[config.mk]
export PLATFORM = sky130hd
export DESIGN_NAME = spram_model_rd_pipe
export DESIGN_NICKNAME = d
export VERILOG_FILES = /design/src/rtl/spram_model_pkg.sv /design/src/rtl/spram_model_rd_pipe.sv
export SDC_FILE = /design/constraint.sdc
export NUM_CORES = 1
export LEC_CHECK = 0
export BUFFER_PORTS_ARGS = -buffer_cell sky130_fd_sc_hd__buf_4
export CAP_MARGIN = 20
export CORE_ASPECT_RATIO = 1.25
export CORE_MARGIN = 8
export CORE_UTILIZATION = 30
export DETAILED_ROUTE_END_ITERATION = 6
export GPL_TIMING_DRIVEN = 0
export PLACE_DENSITY = 0.8
export SLEW_MARGIN = 40
export SYNTH_ARGS = -nofsm -noshare
export SYNTH_HDL_FRONTEND = slang
export SYNTH_SLANG_ARGS = --single-unit
[constraint.sdc]
create_clock -name clk -period 0.8 [get_ports clk]
set_input_delay 0.04 -clock clk [delete_from_list [all_inputs] [get_ports clk]]
set_output_delay 0.04 -clock clk [all_outputs]
set_load 0.1 [all_outputs]
[src/rtl/spram_model_pkg.sv]
// Shared types and constants for the single-port RAM model.
// Optional ECC-event injection is enabled by defining SPRAM_MODEL_ECC_INJ_EN.
package spram_model_pkg;

  // Deepest read pipeline the model supports.
  localparam int MAX_RD_LATENCY = 8;

  // Widest data word a read stage can carry; DATA_WIDTH must not exceed it.
  localparam int MAX_DATA_WIDTH = 64;

  // Bits flipped on a double-error read.
  localparam logic [1:0] DERR_MASK = 2'b11;

  typedef enum logic {
    INIT,
    READY
  } state_e;

  // One read-pipeline stage; data is zero-extended to the maximum width.
  typedef struct packed {
    logic                      valid;
    logic [MAX_DATA_WIDTH-1:0] data;
    logic                      corr;
    logic                      derr;
  } rd_stage_t;

endpackage

[src/rtl/spram_model_rd_pipe.sv]
// RD_LATENCY-deep read pipeline with asynchronous flush on reset.
// Carries corr/derr tags only when SPRAM_MODEL_ECC_INJ_EN is defined.
module spram_model_rd_pipe
  import spram_model_pkg::*;
#(
  parameter int DATA_WIDTH = 8,
  parameter int RD_LATENCY = 2
) (
  input  logic      clk,
  input  logic      rst,
  input  rd_stage_t stage_in,
  output rd_stage_t stage_out
);

  logic [RD_LATENCY-1:0] valid_q;
  logic [DATA_WIDTH-1:0] data_q [RD_LATENCY];

  // Shift valid and data one stage per cycle; reset drops everything in flight.
  always_ff @(posedge clk or posedge rst) begin
    if (rst) begin
      valid_q <= '0;
      for (int i = 0; i < RD_LATENCY; i++) data_q[i] <= '0;
    end else begin
      valid_q[0] <= stage_in.valid;
      data_q[0]  <= stage_in.data[DATA_WIDTH-1:0];
      for (int i = 1; i < RD_LATENCY; i++) begin
        valid_q[i] <= valid_q[i-1];
        data_q[i]  <= data_q[i-1];
      end
    end
  end

`ifdef SPRAM_MODEL_ECC_INJ_EN
  logic [RD_LATENCY-1:0] corr_q;
  logic [RD_LATENCY-1:0] derr_q;

  // Injection tags travel alongside their read.
  always_ff @(posedge clk or posedge rst) begin
    if (rst) begin
      corr_q <= '0;
      derr_q <= '0;
    end else begin
      corr_q <= {corr_q[RD_LATENCY-1:0] << 1} | RD_LATENCY'(stage_in.corr);
      derr_q <= {derr_q[RD_LATENCY-1:0] << 1} | RD_LATENCY'(stage_in.derr);
    end
  end

  logic unused_in;
  assign unused_in = ^stage_in.data;

  // Present the final stage.
  always_comb begin
    stage_out       = '0;
    stage_out.valid = valid_q[RD_LATENCY-1];
    stage_out.data  = MAX_DATA_WIDTH'(data_q[RD_LATENCY-1]);
    stage_out.corr  = corr_q[RD_LATENCY-1];
    stage_out.derr  = derr_q[RD_LATENCY-1];
  end
`else
  logic unused_in;
  assign unused_in = ^{stage_in.data, stage_in.corr, stage_in.derr};

  // Present the final stage; no tags exist without injection.
  always_comb begin
    stage_out       = '0;
    stage_out.valid = valid_q[RD_LATENCY-1];
    stage_out.data  = MAX_DATA_WIDTH'(data_q[RD_LATENCY-1]);
  end
`endif

endmodule

Yosys cells after proc, flatten, opt, wreduce, memory -nomap -nowiden
Cells that the tools add are included.
{ "word_totals": {"latchBits": 0, "romBits": 0, "inputBits": 69, "memories": 0, "register_bits": 18, "ram_bits": 0, "out_inout_bits": 67} }
{ "op_classes": {"eq_ne": 0, "n_reduce_logical": 0, "bitwise_logic": 0, "n_mux": 0, "shift": 0, "div": 0, "magnitude_cmp": 0, "add_sub_neg": 0, "n_mul": 0} }

Depth between registers and ports, before layout
{ "depth": {"ltp_word": 0, "mapped_depth": 1, "ltp_nobuf": 1} }

Worst setup path before layout
No wires, ideal clock.
{ "synth_path": {"path_type": "register to output", "from": "reg data_q (netlist bit stage_out[2])", "to": "out stage_out[2] (netlist bit)", "setup_slack_ns": 0.186, "stages_incl_launch_ff": 2, "t_required_ns": 0.760, "arrival_time_ns": 0.574, "n_path_buf": 1, "cell_sequence": "dfrtp_1 > buf_4"} }
{ "synth_rtl": {"columns": ["item", "line", "text"], "rows": [
  ["start, declared", "spram_model_rd_pipe.sv:16", "logic [DATA_WIDTH-1:0] data_q [RD_LATENCY];"],
  ["start signal, assigned by index", "spram_model_rd_pipe.sv:28", "data_q[i] <= data_q[i-1];"],
  ["end, declared", "spram_model_rd_pipe.sv:12", "output rd_stage_t stage_out"]
]} }
No word-level cell between the ends.

Worst setup path in the final report
{ "layout_path": {"from": "reg data_q (netlist bit stage_out[9])", "to": "out stage_out[9] (netlist bit)"} }
No word-level cell between the ends.

==> results.py <==
metrics = {
    "power_and_ir_drop": {
        "pwr-share-seq": 0.282,
        "power.share.clock": 0.205,
        "leakage_nw": 0.919,
        "p_per_area_nw_per_um2": 2240,
        "switching_share": 0.502,
        "switching_power_mw": 1.75,
        "ir_drop_mv": 1.83,
        "p_int_mw": 1.74,
        "p_comb_frac": 0.513,
    },
    "placement": {
        "gp_congestion": 0.618,
        "dp_cells": 200,
        "io_buffers": 19,
        "post-dp-hpwl_um": 1530,
    },
    "clock_network": {
        "cts.sink_count": 18,
        "cts-root-buf": "clkbuf_8",
        "post_cts_buffers": 0,
        "htree_levels": 1,
        "clk_latency_ns": 0.25,
        "cts_buffers": 3,
        "clkTransAtPathRegs_ns": 0.06,
        "ctsHoldBuffers": 9,
        "cts_tree": "yes",
        "clockBufferDepth": 2,
    },
    "setup_path": {
        "critPathMaxFanout": 1,
        "path_cells": "buf_12",
        "path_buf_inv": 1,
        "path_delay_family": "flip-flops",
        "cp_data_arrival_time_ns": 0.83,
        "worstPathRequired_ns": 0.76,
        "crit_slowest_cell": "dfrtp_1",
        "worstSetupStartpointType": "register",
        "cp-end-kind": "primary output",
        "crit_type": "reg2out",
        "cp_slowest_stage_delay_ns": 0.40,
    },
    "synthesis": {
        "netlist_instances": 87,
        "syn_avg_cell_area_um2": 11.0,
        "synth_area_leaders": "buf_4 (52%), dfrtp_1 (47%), conb_1 (0.39%)",
        "ys_ff_latch": 18,
        "ys_types": 4,
        "yosysTopAreaCellShare": 0.523,
        "ys_warn_count": 0,
        "synth-seq-area-share": 0.469,
        "synth_top_cell_by_area": "buf_4",
        "synth_area_um2": 961,
    },
    "floorplan": {
        "die_area_um2": 5280,
        "die_w_um": 66.6,
        "die_h_um": 79.3,
        "io_pins": 136,
        "start_util": 0.306,
        "fp.coreArea_um2": 3140,
        "rows": 23,
    },
    "final_layout": {
        "multi_input_area_um2": 218,
        "nets": 237,
        "regArea_um2": 450,
        "antenna_cells": 0,
        "drive_above_1_share": 0.485,
        "fillers": 286,
        "final_cells": 204,
        "syn2layout_area_growth_pct": 61.7,
        "fin_util": 0.495,
    },
    "sta": {
        "setup_ws_ns": -0.0729,
        "rsz0062_at_grt": "yes",
        "period_share": 1.09,
        "relSlewSlack": 0.577,
        "hold_violations": 18,
        "drv_slew": 0,
        "fmax_mhz": 1150,
        "worst_pin_slew_ns": 0.633,
        "min_period_ns": 0.873,
        "fin_skew_ns": 0.00119,
        "whs_ns": -0.125,
        "setup_viol": 9,
    },
    "drt": {
        "avgViaCountPerCell": 2.76,
        "drt-total-wl_um": 1900,
        "drc_errors": 0,
        "wl_per_cell_um": 9.32,
        "dr_total_vias": 563,
        "first_iter_violations": 5,
        "firstDrtPassIters": 2,
        "ant_nets": 0,
    },
    "status": {
        "outcome": "complete, but fails checks",
        "violations": "hold timing, setup timing",
    },
    "min_path": {
        "min_path_type": "in2async",
    },
    "job": {
        "max-cap-violations": 0,
    },
    "grt": {
        "antenna_found_initial": 0,
        "grt_pass1_wl_um": 2730,
        "grt_usage": 0.0698,
        "grt_max_degree": 19,
        "grt_pass1_vias": 539,
        "grt-ovfl-total": 0,
    },
}
## cells in the final DEF, fill, tap and decap left out, drive strengths merged
master / count
buf: 77
conb: 58
dfrtp: 18
dlygate4sd3: 9
clkbuf: 4
inv: 1
## repair_timing
item | 4_1_cts | 5_1_grt
endpoints found under the setup margin | 9 | 9
hold endpoints to repair | 27 | 18
resized for setup | 27 | 0
## sequential cells by signal (all words and copies together), names as in the netlist
register	count
data_q	8
stage_out	8
valid_q	2
## power by group through the flow
stage / sequential, mW / combinational [mW] / clock [mW]
floorplan: 0.981 / 1.62 / 0
global placement: 0.982 / 1.70 / 0
detailed placement: 0.985 / 1.70 / 0
CTS: 0.983 / 1.77 / 0.749
global route: 0.986 / 1.83 / 0.781
finish: 0.983 / 1.79 / 0.715
## through the flow
step / hold WS, ns / setup slack [ns] / instance area (um^2) / TNS [ns] / power (mW)
after floorplan: -0.0214 / 0.186 / 1170 / 0 / 2.60
after global placement: 0.147 / 0.0780 / 1360 / 0 / 2.68
after detailed placement: 0.150 / 0.0623 / 1360 / 0 / 2.69
after CTS: -0.120 / -0.0869 / 1550 / -0.715 / 3.50
after global routing: -0.0480 / -0.103 / 1550 / -0.814 / 3.60
final: -0.125 / -0.0729 / 1550 / -0.580 / 3.49
## layer usage
layer,track usage,wire [um]
met5,0,0
met4,0.0514,42
met3,0.0647,494
met2,0.120,946
met1,0.0419,419
## cell type report
cell class | instances | share of cell area
Clock buffer | 4 | 0.0354
Inverter | 1 | 0.00242
Timing Repair Buffer | 28 | 0.222
Sequential cell | 18 | 0.290
Buffer | 58 | 0.280
Tap cell | 37 | 0.0298
Multi-Input combinational cell | 58 | 0.140
## kinds of logic (layout without fill, tap and decap cells)
| group | count (synthesis) | after routing | synth area share |
|---|---|---|---|
| other | 1 | 58 | 0.00390 |
| buffers and inverters | 68 | 91 | 0.527 |
| flip-flops | 18 | 18 | 0.469 |
## synth_stat cells (all sizes together)
master,count
conb,1
inv,1
dfrtp,18
buf,67
## worst paths after layout
| kind | start | to | slack [ns] | depth (start not counted) |
|---|---|---|---|---|
| setup reg to reg | data_q[9] | stage_out[3] | 0.32 | 0 |
| hold / removal | rst | data_q[13] | -0.12 | 2 |
| setup / recovery | stage_out[9] | stage_out[9] | -0.07 | 1 |
| min in group clk | data_q[8] | stage_out[2] | 0.35 | 0 |
| max in group asynchronous | rst | stage_out[5] | 0.52 | 2 |
| hold reg to reg | data_q[8] | stage_out[2] | 0.35 | 0 |
No activity file was read; power rests on OpenSTA's default activity.
